[src/rtl/mem_sequencer_if.sv]
// CPU-side and SRAM-side signals of the memory sequencer, bundled as one port.
// master = the sequencer, slave = the CPU core plus SRAM pins it serves.
interface mem_sequencer_if;
    logic        if_req;
    logic [31:0] if_addr;
    logic [31:0] if_rdata;
    logic [31:0] mem_addr;
    logic [31:0] mem_wdata;
    logic [4:0]  mem_ctrl_signal;
    logic [31:0] mem_rdata;
    logic        mem_stall;
    logic [19:0] ram_addr;
    logic [31:0] ram_wdata;
    logic [31:0] ram_rdata;
    logic [3:0]  ram_be_n;
    logic        ram_ce_n;
    logic        ram_oe_n;
    logic        ram_we_n;
    logic [2:0]  dbg_state;

    modport master (
        input  if_req, if_addr, mem_addr, mem_wdata, mem_ctrl_signal, ram_rdata,
        output if_rdata, mem_rdata, mem_stall,
        output ram_addr, ram_wdata, ram_be_n, ram_ce_n, ram_oe_n, ram_we_n,
        output dbg_state
    );

    modport slave (
        output if_req, if_addr, mem_addr, mem_wdata, mem_ctrl_signal, ram_rdata,
        input  if_rdata, mem_rdata, mem_stall,
        input  ram_addr, ram_wdata, ram_be_n, ram_ce_n, ram_oe_n, ram_we_n,
        input  dbg_state
    );
endinterface

[src/rtl/mem_sequencer.sv]
// Serialises one data access and one instruction fetch per pipeline step onto a
// single-port SRAM, with byte-lane steering for stores and extension for loads.
module mem_sequencer #(
    parameter int WAIT_CYCLES = 1
) (
    input  logic            clk_50M,
    input  logic            reset_btn,
    mem_sequencer_if.master bus
);

    // Flow control: the CPU holds every request input stable while mem_stall is
    // high; results are valid in the single cycle where mem_stall drops (DONE).
    localparam int CW = (WAIT_CYCLES < 4) ? 2 : $clog2(WAIT_CYCLES + 1);
    localparam logic [CW-1:0] CNT_LAST = CW'(WAIT_CYCLES);

    typedef enum logic [2:0] {
        IDLE    = 3'd0,
        DATA_RD = 3'd1,
        DATA_WR = 3'd2,
        WR_HOLD = 3'd3,
        INST_RD = 3'd4,
        DONE    = 3'd5
    } state_t;

    state_t        state, state_next;
    logic [CW-1:0] cnt, cnt_next;
    logic          data_req;
    logic          is_store;
    logic          last;
    logic          cap_data;
    logic          cap_inst;

    logic [3:0]    lane_be_n;
    logic [31:0]   lane_wdata;

    logic          ce_next, oe_next, we_next;
    logic [3:0]    be_next;
    logic [19:0]   addr_next;
    logic [31:0]   wdata_next;

    assign data_req = bus.mem_ctrl_signal[4] | bus.mem_ctrl_signal[3];
    assign is_store = bus.mem_ctrl_signal[3];
    assign last     = (cnt == CNT_LAST);
    assign cap_data = (state == DATA_RD) && last;
    assign cap_inst = (state == INST_RD) && last;

    assign bus.mem_stall = !reset_btn && (state != DONE) && (data_req || bus.if_req);
    assign bus.dbg_state = state;

    function automatic logic [31:0] extend_load(input logic [31:0] word,
                                                input logic [1:0]  off,
                                                input logic [1:0]  size,
                                                input logic        sgn);
        logic [7:0]  b;
        logic [15:0] h;
        case (off)
            2'd0:    b = word[7:0];
            2'd1:    b = word[15:8];
            2'd2:    b = word[23:16];
            default: b = word[31:24];
        endcase
        h = off[1] ? word[31:16] : word[15:0];
        case (size)
            2'b00:   return {{24{sgn & b[7]}}, b};
            2'b01:   return {{16{sgn & h[15]}}, h};
            default: return word;
        endcase
    endfunction

    always_comb begin
        lane_be_n  = 4'b0000;
        lane_wdata = bus.mem_wdata;
        case (bus.mem_ctrl_signal[1:0])
            2'b00: begin
                lane_be_n  = ~(4'b0001 << bus.mem_addr[1:0]);
                lane_wdata = {4{bus.mem_wdata[7:0]}};
            end
            2'b01: begin
                lane_be_n  = ~(4'b0011 << {bus.mem_addr[1], 1'b0});
                lane_wdata = {2{bus.mem_wdata[15:0]}};
            end
            default: ;
        endcase
    end

    always_comb begin
        state_next = state;
        cnt_next   = cnt;
        case (state)
            IDLE: begin
                cnt_next = '0;
                if (data_req)
                    state_next = is_store ? DATA_WR : DATA_RD;
                else if (bus.if_req)
                    state_next = INST_RD;
            end
            DATA_RD: begin
                if (last) begin
                    cnt_next   = '0;
                    state_next = bus.if_req ? INST_RD : DONE;
                end else begin
                    cnt_next = cnt + CW'(1);
                end
            end
            DATA_WR: begin
                if (last) begin
                    cnt_next   = '0;
                    state_next = WR_HOLD;
                end else begin
                    cnt_next = cnt + CW'(1);
                end
            end
            WR_HOLD: state_next = bus.if_req ? INST_RD : DONE;
            INST_RD: begin
                if (last) begin
                    cnt_next   = '0;
                    state_next = DONE;
                end else begin
                    cnt_next = cnt + CW'(1);
                end
            end
            DONE:    state_next = IDLE;
            default: state_next = IDLE;
        endcase
    end

    // SRAM pins are registered from the state being entered, so they line up
    // with that state's first cycle.
    always_comb begin
        ce_next    = 1'b1;
        oe_next    = 1'b1;
        we_next    = 1'b1;
        be_next    = 4'b1111;
        addr_next  = bus.ram_addr;
        wdata_next = bus.ram_wdata;
        case (state_next)
            DATA_RD: begin
                ce_next   = 1'b0;
                oe_next   = 1'b0;
                be_next   = 4'b0000;
                addr_next = bus.mem_addr[21:2];
            end
            DATA_WR: begin
                ce_next    = 1'b0;
                we_next    = 1'b0;
                be_next    = lane_be_n;
                addr_next  = bus.mem_addr[21:2];
                wdata_next = lane_wdata;
            end
            WR_HOLD: begin
                ce_next = 1'b0;
                be_next = bus.ram_be_n;
            end
            INST_RD: begin
                ce_next   = 1'b0;
                oe_next   = 1'b0;
                be_next   = 4'b0000;
                addr_next = bus.if_addr[21:2];
            end
            default: ;
        endcase
    end

    always_ff @(posedge clk_50M) begin
        if (reset_btn) begin
            state         <= IDLE;
            cnt           <= '0;
            bus.ram_ce_n  <= 1'b1;
            bus.ram_oe_n  <= 1'b1;
            bus.ram_we_n  <= 1'b1;
            bus.ram_be_n  <= 4'b1111;
            bus.ram_addr  <= '0;
            bus.ram_wdata <= '0;
            bus.if_rdata  <= '0;
            bus.mem_rdata <= '0;
        end else begin
            state         <= state_next;
            cnt           <= cnt_next;
            bus.ram_ce_n  <= ce_next;
            bus.ram_oe_n  <= oe_next;
            bus.ram_we_n  <= we_next;
            bus.ram_be_n  <= be_next;
            bus.ram_addr  <= addr_next;
            bus.ram_wdata <= wdata_next;
            if (cap_data)
                bus.mem_rdata <= extend_load(bus.ram_rdata, bus.mem_addr[1:0],
                                             bus.mem_ctrl_signal[1:0],
                                             bus.mem_ctrl_signal[2]);
            if (cap_inst)
                bus.if_rdata <= bus.ram_rdata;
        end
    end

endmodule

[src/flat_wrapper.sv]
// flat-port wrapper written by rule: the top's interface ports become plain ports
module mem_sequencer_flat 
#(
    parameter int WAIT_CYCLES = 1
)
  (clk_50M, reset_btn, bus_if_req, bus_if_addr, bus_mem_addr, bus_mem_wdata, bus_mem_ctrl_signal, bus_ram_rdata, bus_if_rdata, bus_mem_rdata, bus_mem_stall, bus_ram_addr, bus_ram_wdata, bus_ram_be_n, bus_ram_ce_n, bus_ram_oe_n, bus_ram_we_n, bus_dbg_state);
  mem_sequencer_if bus_i ();
  input  logic clk_50M;
  input  logic reset_btn;
  input wire logic [$bits(bus_i.if_req)-1:0] bus_if_req;
  input wire logic [$bits(bus_i.if_addr)-1:0] bus_if_addr;
  input wire logic [$bits(bus_i.mem_addr)-1:0] bus_mem_addr;
  input wire logic [$bits(bus_i.mem_wdata)-1:0] bus_mem_wdata;
  input wire logic [$bits(bus_i.mem_ctrl_signal)-1:0] bus_mem_ctrl_signal;
  input wire logic [$bits(bus_i.ram_rdata)-1:0] bus_ram_rdata;
  output wire logic [$bits(bus_i.if_rdata)-1:0] bus_if_rdata;
  output wire logic [$bits(bus_i.mem_rdata)-1:0] bus_mem_rdata;
  output wire logic [$bits(bus_i.mem_stall)-1:0] bus_mem_stall;
  output wire logic [$bits(bus_i.ram_addr)-1:0] bus_ram_addr;
  output wire logic [$bits(bus_i.ram_wdata)-1:0] bus_ram_wdata;
  output wire logic [$bits(bus_i.ram_be_n)-1:0] bus_ram_be_n;
  output wire logic [$bits(bus_i.ram_ce_n)-1:0] bus_ram_ce_n;
  output wire logic [$bits(bus_i.ram_oe_n)-1:0] bus_ram_oe_n;
  output wire logic [$bits(bus_i.ram_we_n)-1:0] bus_ram_we_n;
  output wire logic [$bits(bus_i.dbg_state)-1:0] bus_dbg_state;
  assign bus_i.if_req = bus_if_req;
  assign bus_i.if_addr = bus_if_addr;
  assign bus_i.mem_addr = bus_mem_addr;
  assign bus_i.mem_wdata = bus_mem_wdata;
  assign bus_i.mem_ctrl_signal = bus_mem_ctrl_signal;
  assign bus_i.ram_rdata = bus_ram_rdata;
  assign bus_if_rdata = bus_i.if_rdata;
  assign bus_mem_rdata = bus_i.mem_rdata;
  assign bus_mem_stall = bus_i.mem_stall;
  assign bus_ram_addr = bus_i.ram_addr;
  assign bus_ram_wdata = bus_i.ram_wdata;
  assign bus_ram_be_n = bus_i.ram_be_n;
  assign bus_ram_ce_n = bus_i.ram_ce_n;
  assign bus_ram_oe_n = bus_i.ram_oe_n;
  assign bus_ram_we_n = bus_i.ram_we_n;
  assign bus_dbg_state = bus_i.dbg_state;
  mem_sequencer #(.WAIT_CYCLES(WAIT_CYCLES)) u_core (.clk_50M(clk_50M), .reset_btn(reset_btn), .bus(bus_i));
endmodule
[config.mk]
export PLATFORM = sky130hd
export DESIGN_NAME = mem_sequencer_flat
export DESIGN_NICKNAME = d
export VERILOG_FILES = /design/src/rtl/mem_sequencer_if.sv /design/src/rtl/mem_sequencer.sv /design/src/flat_wrapper.sv
export SDC_FILE = /design/constraint.sdc
export NUM_CORES = 1
export LEC_CHECK = 0
export CAP_MARGIN = 5
export CORE_MARGIN = 10
export CORE_UTILIZATION = 25
export DETAILED_ROUTE_END_ITERATION = 7
export DONT_BUFFER_PORTS = 1
export PLACE_DENSITY = 0.37
export SLEW_MARGIN = 20
export SYNTH_ARGS = -nofsm -noshare
export SYNTH_HDL_FRONTEND = slang
export SYNTH_SLANG_ARGS = --single-unit
[constraint.sdc]
create_clock -name clk_50M -period 2.3 [get_ports clk_50M]
set_clock_uncertainty 0.1 [all_clocks]
set_input_delay 0.23 -clock clk_50M [delete_from_list [all_inputs] [get_ports clk_50M]]
set_output_delay 0.23 -clock clk_50M [all_outputs]
set_load 0.005 [all_outputs]
-- Word level (Yosys, flattened, before mapping)
Cells that the tools add are included.
- register bits after elaboration: 128
- bits in latches: 0
- bits in writable memories: 0
- bits in read-only memories: 0
- input bits: 136
- output and inout bits: 127
- logic and storage cells: 68
- memories kept: 0
- add/sub/neg operators: 1
- $mul: 0
- divide/modulo/power cells: 0
- order comparisons: 0
- equal/unequal tests: 13
- shift operators: 2
- multiplexer cells: 22
- bitwise operators: 5
- reductions and logical operators: 15
- operators by type and width (cell ; number):
    $pmux W32 S2 ; 2
    $pmux W20 S2 ; 1
    $pmux W8 S3 ; 1
    $mux W16 ; 1
    $mux W8 ; 2
    $mux W3 ; 5
    $pmux W3 S5 ; 1
    $eq A3 B2 Y1 const B ; 4
    $pmux W4 S3 ; 1
    $not A4 Y4 ; 2
    $pmux W4 S2 ; 1
    $eq A2 B1 Y1 const B ; 3
    $eq A3 B1 Y1 const B ; 2
    $eq A3 B3 Y1 const B ; 2
    $logic_and A1 B1 Y1 ; 4
    $logic_not A2 Y1 ; 2
    $mux W1 ; 4
    $mux W2 ; 2
    $pmux W2 S2 ; 1
    $reduce_bool A2 Y1 ; 2
    $reduce_or A2 Y1 ; 2
    $reduce_or A4 Y1 ; 1
    $shl A1 B2 Y4 const A ; 1
    $shl A2 B2 Y4 const A ; 1
    9 further kinds ; 10

-- Logic depth before layout (Yosys ltp)
Gate-level depths: netlist of run 1.
- depth in word-level cells: 6
- depth in mapped cells: 7

-- Worst setup path before layout of run 1
No wires, ideal clock.
- path kind: flip-flop to flip-flop
- start point: register u_core.state[2], in the netlist u_core.bus.dbg_state[2]
- end point: register u_core.bus.ram_wdata[24]
- setup time: 0.128 ns
- arrival time: 1.804 ns
- setup slack: 0.269 ns
- cell stages (with the launch flop): 8
- buffers on the path: 2
- clock period less this slack: 2.031 ns
- cells stage by stage: dfxtp_1 -> buf_2 -> or3b_1 -> o32ai_4 -> a2111oi_4 -> buf_6 -> mux2i_1 -> nor2_1
- longest elaborated chain between the ends: 4
- elaborated cells on any way between the ends: 12
- RTL lines (item ; line ; source):
    start, declared ; mem_sequencer.sv:25 ; state_t state, state_next;
    start signal, assigned ; mem_sequencer.sv:177 ; state <= state_next;
    $mux W3 ; mem_sequencer.sv:94 ; else if (bus.if_req)
    $mux W3 ; mem_sequencer.sv:92 ; if (data_req)
    $pmux W3 S5 (*) ; mem_sequencer.sv:89 ; case (state)
    $eq A3 B2 Y1 (*) ; mem_sequencer.sv:136 ; case (state_next)
    end signal, assigned ; mem_sequencer.sv:184 ; bus.ram_wdata <= wdata_next;
    end, declared ; mem_sequencer_if.sv:24 ; output ram_addr, ram_wdata, ram_be_n, ram_ce_n, ram_oe_n, ram_we_n,
Mark *: on every way between the ends. The rest lies on a longest branch, timed or not.
A chain may end at the register's enable or synchronous reset.

-- Final worst setup path of run 1
- start point: register u_core.cnt[0]
- end point: register u_core.bus.ram_wdata[30]
- longest elaborated chain between the ends: 4
- elaborated cells on any way between the ends: 6
- RTL lines (item ; line ; source):
    start, declared ; mem_sequencer.sv:26 ; logic [CW-1:0] cnt, cnt_next;
    start signal, assigned ; mem_sequencer.sv:178 ; cnt <= cnt_next;
    $eq A2 B1 Y1 (*) ; mem_sequencer.sv:43 ; assign last = (cnt == CNT_LAST);
    $mux W3, on equally long branches ; mem_sequencer.sv:115, mem_sequencer.sv:98, mem_sequencer.sv:106 ;
    $pmux W3 S5 (*) ; mem_sequencer.sv:89 ;
    $eq A3 B2 Y1 (*) ; mem_sequencer.sv:136 ;
Marks and branches as above.

==> results.yml, run 1 <==
outcome:
  run_status: "complete, no violations"
detailed_routing:
  avgRoutedWirePerCell_um: 21.6
  drt_first_pass_iters: 4
  drc: 0
  totalWireLength_um: 23800
  num_vias: 5619
  final_antenna_net_count: 0
  drtIter0Drc: 395
  avgViaCountPerCell: 5.09
cts:
  clkSinkCount: 128
  cts_setup_buffers: 0
  clock_latency_ns: 0.42
  h-tree-depth: 4
  cts_tree: "yes"
  root_buffer: "clkbuf_16"
  cts_buffers: 17
  ctsLongestPathBuffers: 2
  path_clk_slew_ns: 0.06
die:
  start_util_pct: 25.7
  rows: 55
  die-area_mm2: 0.0300
  die-height_um: 173
  ios: 263
  coreArea_mm2: 0.0228
  die-width_um: 173
timing:
  fmax_mhz: 466
  finalCriticalPeriod_ns: 2.14
  hold_viol: 0
  rsz0062_at_grt: "no"
  worst_pin_slew_ns: 0.805
  relSlewSlack_pct: 46.1
  fin_setup_tns_ns: 0
  setup_viol: 0
  drv_slew: 0
  finalCritPeriodShare_pct: 93.2
synthesis:
  netlist_instances: 681
  yosysUniqueCellTypes: 50
  netlist_area_mm2: 0.00587
  synth-edff-count: 0
  synthFlopType: "dfxtp_1"
  yosys.area.top_type_share_pct: 43.7
  yosysWarnings: 0
  synth_area_per_cell_um2: 8.61
  ys_seq_area_share_pct: 43.7
  synthArstFlopShare_pct: 0
  ys_ff_latch: 128
  synthTopCellsByArea: "dfxtp_1 (44%), nand2_1 (6.9%), o21ai_0 (6.9%), mux2i_1 (6.7%), a21oi_1 (5.2%)"
  yosysTopAreaCell: "dfxtp_1"
  syn_nets: 817
power_and_ir_drop:
  power_switching_uw: 2880
  swShare_pct: 34.3
  power_frac_clock_pct: 31.5
  p_int_uw: 5520
  combPwrFrac_pct: 31.3
  p_seq_share_pct: 37.3
  leakage_uw: 0.00288
  cellPowerDensity_mw_per_mm2: 1050
  vdd.ir_drop.worst_uv: 413
layout:
  stdcell_area_mm2: 0.00802
  nets: 913
  drive_above_1_share_pct: 12.2
  syn2layout_area_growth_pct: 36.6
placement:
  placed_area_mm2: 0.00630
  routabilityCongestion: 0.785
  io_buffer_count: 0
  dp_hpwl_um: 16400
critical_path:
  critPathKind: "register to register"
  cp_data_required_time_ns: 2.48
  arrival_ns: 2.33
  cp-end-kind: "register"
  start_kind: "register"
  cp-startpoint: "u_core.cnt[0]$_SDFFE_PP0P_"
  worstPathMaxFanout: 15
  r2r_start: "u_core.cnt[0]$_SDFFE_PP0P_"
global_routing:
  grt_use_total_pct: 15.3
  grt_pass1_wl_um: 36000
  grt_start_max_net_pins: 90
  first_global_vias: 5540
  grt-ovfl-total: 0
  antenna_found_initial: 0
hold_path:
  hp-start: "bus_mem_ctrl_signal[1]"
  hold_path.class: "primary input to register"
flow_run:
  maxCapViolations: 0
placed cells by master, fill, tap and decap left out, types with 2 or more instances in the layout:
master,netlist,final
a211oi_2,9,9
mux2i_1,39,39
dfxtp_1,128,126
a22oi_1,8,8
clkinvlp_4,0,2
a311oi_1,21,21
bufinv_16,0,2
o21ai_0,81,81
inv_1,6,6
nor2_1,41,41
a21o_1,2,2
nand3_1,23,23
clkinv_2,0,4
clkbuf_16,0,17
nor3_1,3,2
a221oi_1,27,27
a311oi_2,8,8
dfxtp_2,0,2
buf_12,0,9
nor2_2,8,8
a32oi_1,3,3
clkbuf_1,46,3
dlygate4sd3_1,0,112
buf_4,4,19
nand2_1,108,108
o2111a_1,2,2
o211ai_1,4,4
a21oi_1,61,61
a22o_1,2,2
nor2b_1,3,3
nand2b_1,4,4
o21a_1,2,2
power groups by stage:
stage               clock network, uW  registers, uW  logic (uW)
floorplan                           0           2980        1830
finish                           2640           3130        2620
global placement                    0           3200        2350
detailed placement                  0           3190        2390
CTS                              2720           3150        2630
global route                     2810           3200        2880
Yosys cell counts, types with 6 or more instances:
master,number
dfxtp_1,128
nand2_1,108
o21ai_0,81
a21oi_1,61
clkbuf_1,46
nor2_1,41
mux2i_1,39
a221oi_1,27
nand3_1,23
a311oi_1,21
a211oi_2,9
a22oi_1,8
a311oi_2,8
nor2_2,8
buf_2,7
inv_1,6
cell type report:
cell class	instances	area (um2)
Multi-Input combinational cell	483	3000
Timing Repair Buffer	141	1470
Tap cell	313	392
Sequential cell	128	2560
Antenna cell	1	2.50
Clock buffer	21	450
Fill cell	2327	14800
Clock inverter	10	113
Inverter	6	22.5
per-layer routing:
| metal | track usage [%] | vias to the layer above | routed length (um) |
|---|---|---|---|
| met5 | 0 | - | 0 |
| li1 | - | 2682 | - |
| met1 | 17.4 | 2695 | 9550 |
| met4 | 3.99 | 0 | 263 |
| met2 | 25.3 | 226 | 11700 |
| met3 | 7.10 | 16 | 2300 |
registers in the layout, indices dropped and copies added (netlist names):
register              flops
u_core.bus.if_rdata      32
u_core.bus.mem_rdata     32
u_core.bus.ram_wdata     32
u_core.bus.ram_addr      20
u_core.bus.ram_be_n       4
u_core.bus.dbg_state      3
u_core.cnt                2
u_core.bus.ram_ce_n       1
u_core.bus.ram_oe_n       1
u_core.bus.ram_we_n       1
worst max-delay path, stage by stage, from the launching register on:
cell       delay, ns
dfxtp_1         0.46
and3b_1         0.27
o32ai_4         0.14
a2111oi_4       0.41
buf_12          0.20
buf_12          0.17
mux2i_1         0.21
nor2_1          0.05
stage by stage:
step | total power [uW] | setup WS, ns | hold slack [ns] | utilization (%) | cells
final | 8390 | 0.156 | 0.0251 | 35.1 | 1103
after floorplan | 4810 | 0.269 | 0.266 | - | 681
after global routing | 8890 | 0.0124 | 0.0114 | 35.1 | 1102
after CTS | 8510 | 0.0597 | 0.00177 | 35.1 | 1102
after detailed placement | 5580 | 0.0952 | 0.218 | 27.6 | 958
after global placement | 5550 | 0.108 | 0.221 | 27.6 | 958
final timing paths:
path | end | slack, ns | depth (start not counted)
max | u_core.bus.ram_wdata[30]$_SDFFE_PP0N_ | 0.16 | 7
min reg2reg | u_core.bus.if_rdata[4]$_SDFFE_PP0P_ | 0.38 | 2
max reg2reg | u_core.bus.ram_wdata[30]$_SDFFE_PP0N_ | 0.16 | 7
min | u_core.bus.ram_wdata[24]$_SDFFE_PP0N_ | 0.03 | 4
repair_timing:
action	4_1_cts	5_1_grt
resized for setup	0	2
hold buffers	113	0
endpoints found under the setup margin	0	35
hold endpoints to repair	120	0
cells by family after synthesis:
logic type	count (synthesis)	share of synthesized area, %
compound gates	243	29.1
simple gates	198	14.4
flops	128	43.7
buf+inv	70	5.40
mux	41	7.23
xor+xnor	1	0.149
Note: power is estimated with default switching activity, not from simulation.
==> run 2, diff against run 1 <==
HOLD_SLACK_MARGIN = 0.06   (was unset)
==> results.yml, run 2 (same netlist as run 1, synthesis figures left out) <==
outcome:
  run_status: "complete, no violations"
die:
  die-height_um: 173
  rows: 55
  start_util_pct: 25.7
  coreArea_mm2: 0.0228
  ios: 263
  die-area_mm2: 0.0300
  die-width_um: 173
layout:
  ff_latch_area_mm2: 0.00256
  fillCellCount: 2312
  layout_commonest_cell: "dlygate4sd3_1"
  final_cell_mix: "dlygate4sd3_1 (132), dfxtp_1 (126), nand2_1 (108), o21ai_0 (81), a21oi_1 (61)"
  final_core_util_pct: 36.0
  syn2layout_area_growth_pct: 40.1
  multi_input_area_mm2: 0.00300
  nets: 933
  reg.largest.list: "u_core.bus.if_rdata (32), u_core.bus.mem_rdata (32), u_core.bus.ram_wdata (32)"
  drive_above_1_share_pct: 11.9
timing:
  fin_setup_tns_ns: 0
  relSlewSlack_pct: 46.2
  rsz0062_at_grt: "no"
  finalCritPeriodShare_pct: 94.7
  hold_ws_ns: 0.0850
  finalCriticalPeriod_ns: 2.18
  setup_viol: 0
  hold_viol: 0
  worst_pin_slew_ns: 0.804
  drv_slew: 0
  fmax_mhz: 459
global_routing:
  grt-ovfl-total: 0
  grt_use_total_pct: 15.4
  use_met2_pct: 25.4
  grt_use_met1_pct: 17.7
  antenna_found_initial: 0
  busiest_layer: "met2"
  first_global_vias: 5643
  grt_start_max_net_pins: 90
  use_met3_pct: 7.04
  grt_pass1_wl_um: 36400
power_and_ir_drop:
  leakage_uw: 0.00296
  p_total_uw: 8440
  vdd.ir_drop.worst_uv: 414
  cellPowerDensity_mw_per_mm2: 1030
detailed_routing:
  avgRoutedWirePerCell_um: 21.4
  avgViaCountPerCell: 5.06
  totalWireLength_um: 24100
  drt_first_pass_iters: 4
  final_antenna_net_count: 0
  drtIter0Drc: 438
  num_vias: 5677
  drc: 0
critical_path:
  worstPathMaxFanout: 15
  cp_data_required_time_ns: 2.48
  start_kind: "register"
  arrival_ns: 2.36
  cp-end-kind: "register"
  critPathKind: "register to register"
cts:
  ctsLongestPathBuffers: 2
  path_clk_slew_ns: 0.06
  cts_buffers: 17
  clock_latency_ns: 0.42
  cts_setup_buffers: 0
  cts_tree: "yes"
  h-tree-depth: 4
  root_buffer: "clkbuf_16"
  clkSinkCount: 128
hold_path:
  hold_path.class: "primary input to register"
placement:
  dp_hpwl_um: 16400
  io_buffer_count: 0
  routabilityCongestion: 0.785
flow_run:
  maxCapViolations: 0
==> run 2: per-layer routing <==
layer  vias to the layer above  routed length, um
li1                       2720                  -
met1                      2722               9850
met2                       218              11700
met3                        17               2250
met4                         0                261
met5                         -                  0
==> run 2: metrics by stage <==
stage / setup slack, ns / area [um2] / cells
2_1_floorplan: 0.269 / 5870 / 681
3_3_place_gp: 0.108 / 6300 / 958
3_5_place_dp: 0.0952 / 6300 / 958
4_1_cts: 0.0597 / 8200 / 1121
5_1_grt: 0.0124 / 8210 / 1122
6_report: 0.121 / 8220 / 1123
==> run 2: critical path, stage by stage, from the launching register on <==
cell and delay, ns:
dfxtp_2 0.41, buf_4 0.16, nand2b_2 0.17, o32ai_4 0.12, a2111oi_4 0.41, buf_12 0.20, buf_12 0.17, mux2i_1 0.24
nor2_1 0.05
==> run 2: layout make-up <==
| cell class | count | area share (%) |
|---|---|---|
| Clock inverter | 10 | 1.37 |
| Timing Repair Buffer | 161 | 20.3 |
| Antenna cell | 1 | 0.0305 |
| Multi-Input combinational cell | 483 | 36.5 |
| Sequential cell | 128 | 31.2 |
| Tap cell | 313 | 4.77 |
| Clock buffer | 21 | 5.48 |
| Inverter | 6 | 0.274 |
==> run 2: timing repair <==
action / CTS / global route
resized for setup: 0 / 2
endpoints found under the setup margin: 0 / 35
endpoints found under the hold margin: 123 / 1
hold buffers: 132 / 1
==> run 2: path summary, 6_finish.rpt <==
path,start,end,slack (ns),depth (start not counted)
max reg2reg,u_core.bus.dbg_state[0]$_SDFF_PP0_,u_core.bus.ram_wdata[30]$_SDFFE_PP0N_,0.12,8
max,u_core.bus.dbg_state[0]$_SDFF_PP0_,u_core.bus.ram_wdata[30]$_SDFFE_PP0N_,0.12,8
min,bus_mem_ctrl_signal[2],u_core.bus.mem_rdata[8]$_SDFFE_PP0P_,0.08,3
min reg2reg,u_core.bus.if_rdata[4]$_SDFFE_PP0P_,u_core.bus.if_rdata[4]$_SDFFE_PP0P_,0.38,2
==> run 2: report_power, final <==
group	switching [uW]	leakage [uW]	total (uW)	internal (uW)
combinational	1420	0.00164	2670	1250
clock	1030	0.000273	2640	1610
sequential	451	0.00105	3130	2680
total	2900	0.00296	8440	5550
==> run 3, diff against run 2 <==
GPL_ROUTABILITY_DRIVEN = 0   (was unset)
==> results of run 3 <==
The final DEF is identical to that of run 2; final timing and power are the same.
